`src/rtl/simple_filter_pkg.sv`:
```
// Shared types for the simple_filter signal conditioner: debug view of the
// filter state and the counter-width helper.
package simple_filter_pkg;

  // Wide enough for any legal FILTER_CYCLES (max 255 -> 8-bit counter).
  localparam int DBG_CNT_W = 8;

  typedef struct packed {
    logic [DBG_CNT_W-1:0] cnt;       // persistence counter, zero-extended
    logic                 s;         // synchronized input
    logic                 mismatch;  // s differs from outSignal this cycle
  } filter_dbg_t;

  function automatic int cnt_width(input int filter_cycles);
    return $clog2(filter_cycles + 1);
  endfunction

endpackage

```
`src/rtl/simple_filter_if.sv`:
```
// Level-signal bundle between a raw board input and its conditioned copy.
// There is no handshake: both signals are plain levels, sampled every cycle.
interface simple_filter_if;
  logic inSignal;
  logic outSignal;

  modport master (output inSignal, input outSignal);
  modport slave  (input inSignal, output outSignal);
endinterface

```
`src/rtl/simple_sync.sv`:
```
// Reset-clearable multi-flop synchronizer for one asynchronous level input.
// Deliberately contains nothing but flops between stages.
module simple_sync #(
  parameter int STAGES = 2
) (
  input  logic clk,
  input  logic reset,
  input  logic d,
  output logic q
);

  if (STAGES < 2) begin : g_bad_stages
    $error("simple_sync: STAGES must be at least 2");
  end

  logic [STAGES-1:0] chain;

  always_ff @(posedge clk) begin
    if (reset) begin
      chain <= '0;
    end else begin
      chain <= {chain[STAGES-2:0], d};
    end
  end

  assign q = chain[STAGES-1];

endmodule

```
`src/rtl/simple_filter.sv`:
```
// Glitch filter: synchronizer, then a persistence counter that flips the
// registered output only after FILTER_CYCLES consecutive mismatching cycles.
module simple_filter
  import simple_filter_pkg::*;
#(
  parameter int SYNC_STAGES   = 2,
  parameter int FILTER_CYCLES = 4
) (
  input  logic                  clk,
  input  logic                  reset,
  simple_filter_if.slave        fil,
  output filter_dbg_t           dbg
);

  if (SYNC_STAGES < 2 || SYNC_STAGES > 4) begin : g_bad_sync
    $error("simple_filter: SYNC_STAGES must be in 2..4");
  end
  if (FILTER_CYCLES < 1 || FILTER_CYCLES > 255) begin : g_bad_filter
    $error("simple_filter: FILTER_CYCLES must be in 1..255");
  end

  localparam int CW = cnt_width(FILTER_CYCLES);
  localparam logic [CW-1:0] CNT_LAST = CW'(FILTER_CYCLES - 1);

  logic          s;
  logic          out_q;
  logic [CW-1:0] cnt;
  logic          mismatch;

  simple_sync #(
    .STAGES (SYNC_STAGES)
  ) u_sync (
    .clk   (clk),
    .reset (reset),
    .d     (fil.inSignal),
    .q     (s)
  );

  assign mismatch = (s != out_q);

  // The flip decision uses the current s, so a return to match on the
  // completing cycle cancels the flip. cnt therefore never passes CNT_LAST.
  always_ff @(posedge clk) begin
    if (reset) begin
      cnt   <= '0;
      out_q <= 1'b0;
    end else if (!mismatch) begin
      cnt <= '0;
    end else if (cnt == CNT_LAST) begin
      cnt   <= '0;
      out_q <= s;
    end else begin
      cnt <= cnt + 1'b1;
    end
  end

  assign fil.outSignal = out_q;

  assign dbg.cnt      = DBG_CNT_W'(cnt);
  assign dbg.s        = s;
  assign dbg.mismatch = mismatch;

endmodule

```
`src/flat_wrapper.sv`:
```
// flat-port wrapper written by rule: the top's interface ports become plain ports
module simple_filter_flat import simple_filter_pkg::*;
#(
  parameter int SYNC_STAGES   = 2,
  parameter int FILTER_CYCLES = 4
)
  (clk, reset, dbg, fil_inSignal, fil_outSignal);
  simple_filter_if fil_i ();
  input  logic clk;
  input  logic reset;
  output filter_dbg_t dbg;
  input wire logic [$bits(fil_i.inSignal)-1:0] fil_inSignal;
  output wire logic [$bits(fil_i.outSignal)-1:0] fil_outSignal;
  assign fil_i.inSignal = fil_inSignal;
  assign fil_outSignal = fil_i.outSignal;
  simple_filter #(.SYNC_STAGES(SYNC_STAGES), .FILTER_CYCLES(FILTER_CYCLES)) u_core (.clk(clk), .reset(reset), .fil(fil_i), .dbg(dbg));
endmodule
```
`config.mk`:
```
export PLATFORM = sky130hd
export DESIGN_NAME = simple_filter_flat
export DESIGN_NICKNAME = d
export VERILOG_FILES = /design/src/rtl/simple_filter_pkg.sv /design/src/rtl/simple_filter_if.sv /design/src/rtl/simple_sync.sv /design/src/rtl/simple_filter.sv /design/src/flat_wrapper.sv
export SDC_FILE = /design/constraint.sdc
export NUM_CORES = 1
export LEC_CHECK = 0
export ABC_AREA = 1
export CORE_AREA = 3 3 40 42
export CTS_CLUSTER_DIAMETER = 50
export DETAILED_ROUTE_END_ITERATION = 8
export DIE_AREA = 0 0 43 45
export PLACE_DENSITY_LB_ADDON = 0.3
export SLEW_MARGIN = 40
export SYNTH_ARGS = -nofsm -noshare
export SYNTH_HDL_FRONTEND = slang
export SYNTH_SLANG_ARGS = --single-unit
```
`constraint.sdc`:
```
create_clock -name clk -period 1.2 [get_ports clk]
set_input_delay 0.24 -clock clk [delete_from_list [all_inputs] [get_ports clk]]
set_output_delay 0.24 -clock clk [all_outputs]
set_load 0.005 [all_outputs]
```
# [After elaboration in Yosys (flattened, before gate mapping)]
# Index checks and enable logic that the tools add are counted.
[classes] n_bitwise=1 reduce_logical=2 add_sub_neg=1 n_eq_ne=2
[ops] op="$add A3 B1 Y3 const B" n=1
[ops] op="$eq A3 B2 Y1 const B" n=1
[ops] op="$reduce_or A3 Y1" n=1
[ops] op="$reduce_and A2 Y1" n=1
[ops] op="$ne A1 B1 Y1" n=1
[ops] op="$not A1 Y1" n=1
[word_totals] regBits=6 inputBits=3

# [Depth between registers and ports, before layout]
# Gate-level depths: netlist of run 1.
[logic_depth] depth_word=3 depth_mapped=5 depth_no_buf=5

# [Cells and area by module]
# A second synthesis of run 1 with hierarchy kept.
[hier_totals] hier_cells=36 area_unflattened_um2=292.8
[by_module_without_submodules] module="simple_filter" instances=1 seq_area_each_um2=80.1 cells_per_inst=30 area_per_inst_um2=237.7
[by_module_without_submodules] module="simple_sync" instances=1 seq_area_each_um2=40.0 cells_per_inst=6 area_per_inst_um2=55.1

# [Worst setup path after synthesis of run 1]
# Ideal clock, no wire load.
[synth_timing] kind="register to register" start="register u_core.cnt[0]" end="register u_core.cnt[0]" stages_incl_launch_ff=6 arrival_ns=0.978 required_time_ns=1.136 slack_ns=0.158 setup_ns=0.064 cell_sequence="dfxtp_1 > ha_1 > ha_1 > nor2_2 > nand3_2 > nor2_1"
[synth_via] elab_chain_cells=2
[synth_rtl] element="start, declared" line="simple_filter.sv:27" text="logic [CW-1:0] cnt;"
[synth_rtl] element="start signal, assigned" line="simple_filter.sv:53" text="cnt <= cnt + 1'b1;"
[synth_rtl] element="parallel branches: the longest is 2 deep, another holds $add A3 B1 Y3"
# Several ways; the timed one is not identified.
# A chain may end at the register's enable or synchronous reset.

# [Worst setup path after layout of run 1]
[layout_timing] start="register u_core.out_q, in the netlist u_core.fil.outSignal" end="output port fil_outSignal"
[layout_rtl] element="start, declared" line="simple_filter.sv:26" text="logic out_q;"
[layout_rtl] element="start signal, assigned" line="simple_filter.sv:51" text="out_q <= s;"
[layout_rtl] element="end, declared" line="flat_wrapper.sv:13" text="output wire logic [$bits(fil_i.outSignal)-1:0] fil_outSignal;"
# No word-level cell between the ends.

==> results of run 1 <==
[flip-flops by register name (all words and copies together), names as in the netlist]
signal                cells
u_core.cnt                3
u_core.u_sync.chain       2
u_core.fil.outSignal      1
[placed cells by master (no fill, tap or decap), types with 2 or more instances in the layout]
master / instances
nor2_1: 7
inv_1: 6
conb_1: 5
buf_4: 5
dfxtp_1: 4
clkbuf_4: 3
dlygate4sd2_1: 3
nand2_2: 2
ha_1: 2
clkdlybuf4s50_1: 2
[worst max-delay path, stage by stage, from the launching register on]
cell and delay (ns):
dfxtp_2 0.32, buf_4 0.13, buf_4 0.11, buf_2 0.11
[metrics by stage]
stage	instances	total power, W
floorplan	40	0.0002378
global placement	60	0.0002424
detailed placement	60	0.0002427
CTS	64	0.0004310
global route	64	0.0004457
finish	64	0.0004175
[layout make-up]
cell class / count / area, sq um
multi-input cells: 20 / 112.6
flip-flops and latches: 6 / 125.1
well taps: 15 / 18.77
inverters: 7 / 26.28
repair buffers: 13 / 103.9
clock buffers: 3 / 22.52
fillers: 143 / 875.8
[layer usage]
layer,routed length (microns),global-route usage [%]
met3,70,6.375
met4,0,1.807
met5,0,0
met2,155,6.886
met1,166,5.060
[cells by family (layout without fill, tap and decap cells)]
kind of cell,count (synthesis),count (layout)
flops,6,6
simple gates,13,13
other cells,1,5
buf+inv,14,23
fa+ha+maj,2,2
[worst max path at each step]
stage	from	to	slack, ns	cells after the start
2_1_floorplan	u_core.cnt[0]$_SDFF_PP0_	u_core.cnt[0]$_SDFF_PP0_	0.16	5
3_3_place_gp	u_core.u_sync.chain[1]$_SDFF_PP0_	dbg[0]	-0.1	4
3_5_place_dp	u_core.fil.outSignal$_SDFFE_PP0P_	dbg[0]	-0.11	4
4_1_cts	u_core.u_sync.chain[1]$_SDFF_PP0_	dbg[0]	-0.07	4
5_1_grt	u_core.fil.outSignal$_SDFFE_PP0P_	fil_outSignal	-0.004	3
6_report	u_core.fil.outSignal$_SDFFE_PP0P_	fil_outSignal	0.04	3
[cell usage after synthesis]
cell and number:
ha_1 2, nor3_1 1, inv_1 7, and2_2 1, nand3_2 1, buf_4 7, dfxtp_1 6, nand2_2 1
conb_1 1, nand2_1 1, nor2_2 1, nor2_1 7
[power breakdown]
group | internal [W] | leakage (nW) | total, W | switching [W]
clock network | 0.000113 | 0.0138 | 0.000181 | 0.0000685
registers | 0.000203 | 0.0501 | 0.000205 | 0.00000245
logic | 0.0000171 | 0.148 | 0.0000308 | 0.0000137
[what timing repair did]
| action | CTS | global route |
|---|---|---|
| endpoints found under the hold margin | 0 | 0 |
| setup endpoints to repair | 6 | 2 |
| gates resized for setup | 12 | 6 |
| gates cloned | 0 | 0 |
| setup buffers | 1 | 0 |
==> metrics.yaml, run 1 <==
floorplan:
  num_rows: 13
  die_h_microns: 45
  dieWidth_microns: 43
  coreArea_sq_mm: 0.001285
  pin_count: 14
  die-area_sq_mm: 0.001935
  start_util_pct: 22.78
synthesis:
  synth_top_cell_area_share_pct: 41.03
  post-synth-top-area-cell: "dfxtp_1"
  syn_area_sq_um: 292.8
  synth-simple-area-share_pct: 22.22
  synth_adder_area_share_pct: 8.547
  synth-compound-area-share_pct: 0
  synth_cells: 36
  ys_warn_count: 0
  yosys_register_bits: 6
  synth-xor-area-share_pct: 0
  synth_top_family_by_area: "buffers and inverters"
  synthMuxAreaShare_pct: 0
  ys_seq_area_share_pct: 41.03
  synth_area_per_cell_sq_um: 8.133
  synth_area_leaders: "dfxtp_1 (41%), buf_4 (18%), inv_1 (9.0%)"
  synth_cell_type_count: 12
worst_setup_path:
  cp.arrival_ns: 0.92
  r2r_end: "u_core.cnt[0]$_SDFF_PP0_"
  startpoint_type: "flop"
  r2r-start: "u_core.cnt[0]$_SDFF_PP0_"
  r2r_cells: 5
  end_kind: "output port"
  required_ns: 0.96
  path_class: "flop to output port"
  rrSetupSlack_ns: 0.10
  worstPathMaxFanout: 3
timing:
  fin_crit_sh_pct: 96.50
  setup_ws_ns: 0.04205
  clock_skew_ns: 0.004160
  setup_violations: 0
  max_freq_mhz: 863.6
  fin_crit_ns: 1.158
  rsz0062_at_grt: "yes"
  hold_viol_final: 0
  drv_slew: 0
  tns_ns: 0
  whs_ns: 0.3859
place:
  gp_congestion: 0.6578
  place_area_sq_um: 384.1
  numPortBuffers: 8
  place_ws_ns: -0.1117
  place_hpwl_microns: 326.1
clock_tree:
  cts_tree: "built"
  ctsLongestPathBuffers: 2
  htreeDepth: 1
  clock_latency_ns: 0.24
  clock_sinks: 6
  cts-root-buf: "clkbuf_4"
  cts-buffers-inserted: 3
  clkSlewWorstSetupHoldPaths_ns: 0.05
  cts_hold_buf: 0
power_and_ir_drop:
  power_density_mw_per_mm2: 1021
  peakVddDrop_mv: 0.5517
  leakage_nw: 0.2114
final_layout:
  final_util_pct: 31.84
  antennaDiodeCount: 0
  drive_above_1_share_pct: 36.73
  syn_to_final_growth_pct: 39.74
  final_cell_area_sq_um: 409.1
  nets: 56
drt:
  via_per_inst: 3.453
  wl_per_cell_microns: 6.125
  drc: 0
  vias: 221
  postRouteAntennaNets: 0
  drt_iter0_drc: 5
  first_pass_iters: 2
  routed_wl_microns: 392
run:
  maxCapViolCount: 0
global_routing:
  grt.overflow.total: 0
  antenna_found_initial: 0
  grt_pass1_wl_microns: 669
  track_usage_pct: 5.246
  first_global_vias: 183
  grt_max_degree: 5
min_path:
  min_path_cells: 2
  hold_start: "u_core.u_sync.chain[0]$_SDFF_PP0_"
  min_to: "u_core.u_sync.chain[1]$_SDFF_PP0_"
  hp-class: "flop to flop"
outcome:
  outcome: "finished clean"
(Power assumes the default switching activity.)
==> inputs of run 2 (changes only) <==
--- a/config.mk
+++ b/config.mk
@@ -6,10 +6,12 @@
 export NUM_CORES = 1
 export LEC_CHECK = 0
 export ABC_AREA = 1
+export ABC_CLOCK_PERIOD_IN_PS = 1200
 export CORE_AREA = 3 3 40 42
 export CTS_CLUSTER_DIAMETER = 50
 export DETAILED_ROUTE_END_ITERATION = 8
 export DIE_AREA = 0 0 43 45
+export MAX_ROUTING_LAYER = met4
 export PLACE_DENSITY_LB_ADDON = 0.3
 export SLEW_MARGIN = 40
 export SYNTH_ARGS = -nofsm -noshare
==> results of run 2 <==
No change in the layout: final DEF, timing and power equal those of run 1.
Among the figures that moved: final weighted congestion in routability-driven placement 0.6578 -> 0.6639; via count of the first global-routing pass 183 -> 184; overall routing resource usage 5.246% -> 5.403%
==> inputs of run 3 (changes only) <==
--- a/config.mk
+++ b/config.mk
@@ -8,6 +8,7 @@
 export ABC_AREA = 1
 export ABC_CLOCK_PERIOD_IN_PS = 1200
 export CORE_AREA = 3 3 40 42
+export CTS_BUF_LIST = sky130_fd_sc_hd__clkbuf_4
 export CTS_CLUSTER_DIAMETER = 50
 export DETAILED_ROUTE_END_ITERATION = 8
 export DIE_AREA = 0 0 43 45
==> results of run 3 <==
No change in the layout: final DEF, timing and power equal those of run 1.
Among the figures that moved: final weighted congestion in routability-driven placement 0.6578 -> 0.6639; via count of the first global-routing pass 183 -> 184; overall routing resource usage 5.246% -> 5.403%
